<file path="config.mk">
export PLATFORM = sky130hd
export DESIGN_NAME = clk_div_sched_flat
export DESIGN_NICKNAME = d
export VERILOG_FILES = /design/src/rtl/clk_div_pkg.sv /design/src/rtl/clk_div_sched_if.sv /design/src/rtl/clk_div_phase.sv /design/src/rtl/clk_div_sched.sv /design/src/flat_wrapper.sv
export SDC_FILE = /design/constraint.sdc
export NUM_CORES = 1
export LEC_CHECK = 0
export ABC_AREA = 1
export CELL_PAD_IN_SITES_DETAIL_PLACEMENT = 1
export CELL_PAD_IN_SITES_GLOBAL_PLACEMENT = 1
export CORE_UTILIZATION = 40
export DETAILED_ROUTE_END_ITERATION = 8
export HOLD_SLACK_MARGIN = 0.12
export PLACE_DENSITY = 0.83
export SYNTH_ARGS = -nofsm -noshare
export SYNTH_HDL_FRONTEND = slang
export SYNTH_SLANG_ARGS = --single-unit
</file>
<file path="constraint.sdc">
create_clock -name clkin -period 4.38 [get_ports clkin]
set_input_delay 1.095 -clock clkin [delete_from_list [all_inputs] [get_ports clkin]]
set_output_delay 1.095 -clock clkin [all_outputs]
set_load 0.01 [all_outputs]
</file>
<file path="src/rtl/clk_div_pkg.sv">
// Shared types and constants for the scheduled clock divider.
package clk_div_pkg;

    localparam int CNT_W_DEF       = 4;
    localparam int DEFAULT_DIV_DEF = 3;
    localparam int MIN_DIV         = 2;

    typedef enum logic [1:0] {
        ST_IDLE  = 2'd0,
        ST_RUN   = 2'd1,
        ST_DRAIN = 2'd2
    } state_e;

endpackage

</file>
<file path="src/rtl/clk_div_sched_if.sv">
// Control/status bundle between the config side and the divider.
interface clk_div_sched_if import clk_div_pkg::*; #(
    parameter int CNT_W = CNT_W_DEF
) ();

    logic             en;
    logic             cfg_valid;
    logic [CNT_W-1:0] cfg_div;
    logic             cfg_ready;
    logic             cfg_err;
    logic             clkout;
    logic             active;
    logic             period_tick;

    modport master (
        output en, cfg_valid, cfg_div,
        input  cfg_ready, cfg_err, clkout, active, period_tick
    );

    modport slave (
        input  en, cfg_valid, cfg_div,
        output cfg_ready, cfg_err, clkout, active, period_tick
    );

endinterface

</file>
<file path="src/rtl/clk_div_phase.sv">
// Period counter and 50%-duty phase generation. The posedge register q_pos
// carries the first half of the period; for odd ratios it is ANDed with a
// half-cycle-late copy so the high time shrinks by exactly half a cycle.
module clk_div_phase import clk_div_pkg::*; #(
    parameter int CNT_W = CNT_W_DEF
) (
    input  logic             clkin_i,
    input  logic             rst_ni,
    input  logic             run_i,
    input  logic             run_nxt_i,
    input  logic [CNT_W-1:0] div_i,
    output logic             wrap_o,
    output logic             clkout_o
);

    logic [CNT_W-1:0] cnt_q, cnt_d;
    logic             q_pos_q, q_pos_d;
    logic             q_neg_q;
    logic [CNT_W:0]   half;

    // Next count and next phase; q_pos looks ahead at the count it will sit beside.
    always_comb begin
        half     = ({1'b0, div_i} + (CNT_W+1)'(1)) >> 1;
        wrap_o   = run_i && (cnt_q == div_i - CNT_W'(1));
        cnt_d    = '0;
        if (run_i && !wrap_o)
            cnt_d = cnt_q + CNT_W'(1);
        q_pos_d  = run_nxt_i && ({1'b0, cnt_d} < half);
    end

    // Posedge counter and phase register.
    always_ff @(posedge clkin_i or negedge rst_ni) begin
        if (!rst_ni) begin
            cnt_q   <= '0;
            q_pos_q <= 1'b0;
        end else begin
            cnt_q   <= cnt_d;
            q_pos_q <= q_pos_d;
        end
    end

    // Half-cycle-retimed copy of the phase for odd ratios.
    always_ff @(negedge clkin_i or negedge rst_ni) begin
        if (!rst_ni)
            q_neg_q <= 1'b0;
        else
            q_neg_q <= q_pos_q;
    end

    // Registers only feed this, so no combinational hazard from the counter.
    assign clkout_o = div_i[0] ? (q_pos_q & q_neg_q) : q_pos_q;

endmodule

</file>
<file path="src/rtl/clk_div_sched.sv">
// Scheduled divider top: run/drain FSM, pending-ratio register and the
// config handshake. Ratio changes land only on period boundaries or in idle.
module clk_div_sched import clk_div_pkg::*; #(
    parameter int CNT_W       = CNT_W_DEF,
    parameter int DEFAULT_DIV = DEFAULT_DIV_DEF
) (
    input  logic            clkin,
    input  logic            rst_n,
    clk_div_sched_if.slave  bus
);

    state_e           state_q, state_d;
    logic [CNT_W-1:0] div_cur_q, div_cur_d;
    logic [CNT_W-1:0] div_pend_q, div_pend_d;
    logic             pend_q, pend_d;
    logic             err_q, err_d;
    logic             tick_q;
    logic             run, run_nxt, wrap, load, xfer;

    assign run     = (state_q != ST_IDLE);
    assign run_nxt = (state_d != ST_IDLE);

    // Run/drain decisions; stopping only ever happens at a wrap.
    always_comb begin
        state_d = state_q;
        case (state_q)
            ST_IDLE:  if (bus.en) state_d = ST_RUN;
            ST_RUN:   if (!bus.en) state_d = wrap ? ST_IDLE : ST_DRAIN;
            ST_DRAIN: if (wrap) state_d = bus.en ? ST_RUN : ST_IDLE;
            default:  state_d = ST_IDLE;
        endcase
    end

    // Handshake and ratio scheduling. load and xfer are mutually exclusive
    // because one needs a pending ratio and the other needs none.
    always_comb begin
        xfer       = bus.cfg_valid && !pend_q;
        load       = pend_q && (wrap || state_q == ST_IDLE);
        div_cur_d  = div_cur_q;
        div_pend_d = div_pend_q;
        pend_d     = pend_q;
        err_d      = 1'b0;
        if (load) begin
            div_cur_d = div_pend_q;
            pend_d    = 1'b0;
        end
        if (xfer) begin
            if (bus.cfg_div >= CNT_W'(MIN_DIV)) begin
                div_pend_d = bus.cfg_div;
                pend_d     = 1'b1;
            end else begin
                err_d = 1'b1;
            end
        end
    end

    // State, ratio and pulse registers.
    always_ff @(posedge clkin or negedge rst_n) begin
        if (!rst_n) begin
            state_q    <= ST_IDLE;
            div_cur_q  <= CNT_W'(DEFAULT_DIV);
            div_pend_q <= CNT_W'(DEFAULT_DIV);
            pend_q     <= 1'b0;
            err_q      <= 1'b0;
            tick_q     <= 1'b0;
        end else begin
            state_q    <= state_d;
            div_cur_q  <= div_cur_d;
            div_pend_q <= div_pend_d;
            pend_q     <= pend_d;
            err_q      <= err_d;
            tick_q     <= wrap;
        end
    end

    clk_div_phase #(.CNT_W(CNT_W)) u_phase (
        .clkin_i   (clkin),
        .rst_ni    (rst_n),
        .run_i     (run),
        .run_nxt_i (run_nxt),
        .div_i     (div_cur_q),
        .wrap_o    (wrap),
        .clkout_o  (bus.clkout)
    );

    assign bus.cfg_ready   = !pend_q;
    assign bus.cfg_err     = err_q;
    assign bus.active      = run;
    assign bus.period_tick = tick_q;

endmodule

</file>
<file path="src/flat_wrapper.sv">
// flat-port wrapper written by rule: the top's interface ports become plain ports
module clk_div_sched_flat import clk_div_pkg::*;
#(
    parameter int CNT_W       = CNT_W_DEF,
    parameter int DEFAULT_DIV = DEFAULT_DIV_DEF
)
  (clkin, rst_n, bus_en, bus_cfg_valid, bus_cfg_div, bus_cfg_ready, bus_cfg_err, bus_clkout, bus_active, bus_period_tick);
  clk_div_sched_if #(.CNT_W(CNT_W)) bus_i ();
  input  logic clkin;
  input  logic rst_n;
  input wire logic [$bits(bus_i.en)-1:0] bus_en;
  input wire logic [$bits(bus_i.cfg_valid)-1:0] bus_cfg_valid;
  input wire logic [$bits(bus_i.cfg_div)-1:0] bus_cfg_div;
  output wire logic [$bits(bus_i.cfg_ready)-1:0] bus_cfg_ready;
  output wire logic [$bits(bus_i.cfg_err)-1:0] bus_cfg_err;
  output wire logic [$bits(bus_i.clkout)-1:0] bus_clkout;
  output wire logic [$bits(bus_i.active)-1:0] bus_active;
  output wire logic [$bits(bus_i.period_tick)-1:0] bus_period_tick;
  assign bus_i.en = bus_en;
  assign bus_i.cfg_valid = bus_cfg_valid;
  assign bus_i.cfg_div = bus_cfg_div;
  assign bus_cfg_ready = bus_i.cfg_ready;
  assign bus_cfg_err = bus_i.cfg_err;
  assign bus_clkout = bus_i.clkout;
  assign bus_active = bus_i.active;
  assign bus_period_tick = bus_i.period_tick;
  clk_div_sched #(.CNT_W(CNT_W), .DEFAULT_DIV(DEFAULT_DIV)) u_core (.clkin(clkin), .rst_n(rst_n), .bus(bus_i));
endmodule
</file>
Word-level counts from Yosys, hierarchy flattened
Cells that the tools add are included.
{ "word_totals": {"regBits": 19, "inputBits": 8, "output_inout_bits": 5, "word_cells": 43} }
{ "classes": {"add_sub_neg": 3, "order_cmp": 2, "n_eq_ne": 3, "mux": 13, "bitwise": 1, "reduce_logical": 12} }
{ "ops": {"columns": ["op", "count"], "rows": [
  ["$mux W2", 4],
  ["$mux W1", 7],
  ["$pmux W2 S3", 1],
  ["$add A4 B1 Y5 const B", 1],
  ["$logic_and A1 B1 Y1", 5],
  ["$add A4 B1 Y4 const B", 1],
  ["$eq A4 B4 Y1", 1],
  ["$ge A4 B2 Y1 const B", 1],
  ["$lt A4 B4 Y1", 1],
  ["$mux W4", 1],
  ["$reduce_bool A2 Y1", 2],
  ["$sub A4 B1 Y4 const B", 1],
  ["$eq A2 B1 Y1 const B", 1],
  ["$eq A2 B2 Y1 const B", 1],
  ["$logic_not A1 Y1", 2],
  ["$logic_not A2 Y1", 1],
  ["$reduce_and A2 Y1", 1],
  ["$and A1 B1 Y1", 1],
  ["$logic_or A1 B1 Y1", 1]
]} }

Logic depth before layout (Yosys ltp)
{ "logic_depth": {"ltp_word": 8, "depth_mapped": 14, "mapped_depth_nobuf": 14} }

By module
From an unflattened synthesis, not the netlist that was laid out.
{ "hier_totals": {"cells_unflattened": 124, "hier_area_um2": 1054.8} }
{ "by_module_without_submodules": {"columns": ["module", "instances", "cells_per_inst", "area_per_inst_um2"], "rows": [
  ["clk_div_sched", 1, 58, 563.0],
  ["clk_div_phase", 1, 66, 491.7]
]} }

==> results.md <==
* Chip width at 52.4 µm
* GRT Total Usage at 21.3%
* Root buffer cell: clkbuf_4
* Num CTS Buffers at 3
* Met2 WL post-DR at 1170 µm
* WL final at 2250 µm
* Most common cell in the netlist: nand2_1
* Die height at 52.4 µm
* CTS tree: done
* Wire length per cell at 13.8 µm
* Setup repair bufs after CTS at 0
* Drt drc at 0
* Count of cell types in the netlist at 23
* Arrival @ worst endpoint at 3.21 ns
* Setup slack, reg-to-reg at 1.66 ns
* Port Buffers at 12
* Drt first-iter violations at 6
* Crit Path Category: flip-flop to primary output
* Ratio of cells with drive above 1 in the final layout at 15.6%
* Highest metal used: met4
* Gpl congestion at 0.778
* Startpoint types: flip-flop
* Pwr Total at 943 µW
* Status: completed
* Rel. slew slack at 81.0%
* Met3 wire len at 60 µm
* Clk slew on worst S/H paths at 0.10 ns
* H-tree levels at 1
* Avg Cell Area, Syn at 8.62 µm²
* Worst-Skew Late Latency at 0.29 ns
* RSZ-0062 raised after global routing: no
* Ys flop type: dfrtp_1
* Placed insts at 159
* Setup WS post-layout at 0.0723 ns
* Initial core utilization at 44.3%
* Initial antenna violation count at 0
* Async set-or-reset flop fraction in the synthesized netlist at 100%
* Layout Cells excl Fill at 163
* Hold Crit Class: flip-flop to flip-flop
* Top cells by area, synth: dfrtp_1 (34%), dfstp_2 (10%), nand2_1 (9.6%)
* First-pass GRT wire length at 4100 µm
* Vias in the first global route at 900
* Final Slew Violations at 0
* Final antenna-violating net count at 0
* GRT overflow at 0
* CP Max Fanout at 1
* #FFs+latches synth at 19
* Final hold violations at 0
* Site Rows at 17
* # setup viols final at 0
* Mapped Area at 1020 µm²
* Synth top area share at 34.4%
* Dpl hpwl at 1820 µm
* Clock Path Buffers at 2
* Post-Place Setup Slack at 0.0891 ns
* Largest net degree at the start of global routing at 19
* Post-synthesis sequential area ratio at 47.2%
* Area grow syn2layout at 18.6%
* Ant. Diodes at 0
* Pwr dens at 782 nW/µm²
* Core area at 2300 µm²
* Worst Path Required at 3.28 ns
* Vias at 800
* Ys Warns at 0
* Finished Core Util at 52.5%
* Avg Vias per Cell at 4.91
* Synth cell count leaders: nand2_1 (26), inv_1 (17), dfrtp_1 (14)
* IO Pins at 13
* Layout Nets at 150
* Leakage at 0.000611 µW
* Post-synth top area cell: dfrtp_1
* Worst slew pin tran at 0.284 ns
* Crit end category: primary output
* Max VDD drop at 0.000452 V
* EDFF count, synth at 0
* DRT Pass-1 Iters at 4
* Clock Sinks at 19
* Metal-1 WL at 983 µm
* DIE AREA at 2750 µm²
* Final setup TNS at 0 ns
* Post-Syn Nets at 132
* Gate Count Post-Synth at 118
* Max-cap violation count at 0
* Clock skew at 0.00553 ns
## what timing repair did
item                                    CTS  global route
pin swaps                                 0             0
gates resized for setup                   1             1
endpoints found under the setup margin    1             1
gates cloned                              0             0
hold buffers                              0             0
## per-stage QoR
stage | hold WS, ns | instance area (µm²)
after CTS | 0.490 | 1200
after detailed placement | 0.475 | 1180
after global placement | 0.463 | 1180
final | 0.484 | 1210
after floorplan | 0.451 | 1020
after global routing | 0.541 | 1210
## placed cells by master, fill, tap and decap left out
cell type / synthesis / final
o21ai_1: 1 / 1
dfrtp_1: 14 / 14
dfstp_2: 4 / 4
inv_1: 17 / 17
nand2_1: 26 / 26
clkinv_2: 1 / 1
clkbuf_4: 0 / 3
buf_4: 0 / 1
nand2_4: 2 / 2
nand3_1: 8 / 8
inv_2: 3 / 3
ha_1: 6 / 6
xor2_1: 2 / 2
dfrtn_1: 1 / 1
clkbuf_1: 0 / 1
a21oi_2: 1 / 1
nor2_1: 10 / 10
clkdlybuf4s50_1: 0 / 11
nand3_4: 1 / 1
a21oi_1: 6 / 6
clkdlybuf4s15_1: 0 / 1
nor2_4: 1 / 1
xnor2_1: 3 / 3
o21a_1: 1 / 1
nand3_2: 1 / 1
nand2_2: 3 / 3
nand4_1: 1 / 1
o21ai_0: 5 / 5
## cells by family (layout without fill, tap and decap cells)
logic type,after synthesis,in the layout,synth area share [%]
compound gates,14,14,7.50
xor+xnor,5,5,4.31
fa+ha+maj,6,6,7.38
buf+inv,21,38,7.87
flops,19,19,47.2
simple gates,53,53,25.7
## sequential cells by signal (all words and copies together) (netlist names)
signal and cells:
u_core.u_phase.q_neg_q 1, u_core.div_cur_q 4, u_core.bus.cfg_err 1, u_core.div_pend_q 4, u_core.pend_q 1, u_core.bus.period_tick 1
u_core.u_phase.cnt_q 4, u_core.state_q 2, u_core.u_phase.q_pos_q 1
## routing by layer
layer	global-route usage (%)	vias up
li1	-	402
met1	26.2	380
met2	36.1	12
met3	4.35	6
met4	8.77	0
met5	0	-
## critical path, stage by stage, from the launching register on
cell and delay [ns]:
dfrtn_1 0.39, o21a_1 0.12, clkdlybuf4s15_1 0.23
## cell type report
class	instances	area (µm²)
Clock buffer	4	26.3
Inverter	21	80.1
Timing Repair Buffer	13	128
Multi-Input combinational cell	78	457
Fill cell	271	1090
Sequential cell	19	480
Tap cell	28	35.0
## final timing paths
kind,from,endpoint,cells after the start
max reg2reg,u_core.u_phase.q_pos_q,u_core.u_phase.q_neg_q,0
min in group asynchronous,rst_n,u_core.div_pend_q[3],2
max,u_core.u_phase.q_neg_q,bus_clkout,2
max in group asynchronous,rst_n,u_core.u_phase.q_neg_q,1
min,u_core.div_pend_q[0],u_core.div_pend_q[0],2
min reg2reg,u_core.div_pend_q[0],u_core.div_pend_q[0],2
## where the power goes
part	internal (µW)	switching, µW
clock network	35.4	48.6
logic	205	317
registers	267	70.4
total	507	436
Power figures use the tool's default switching activity.
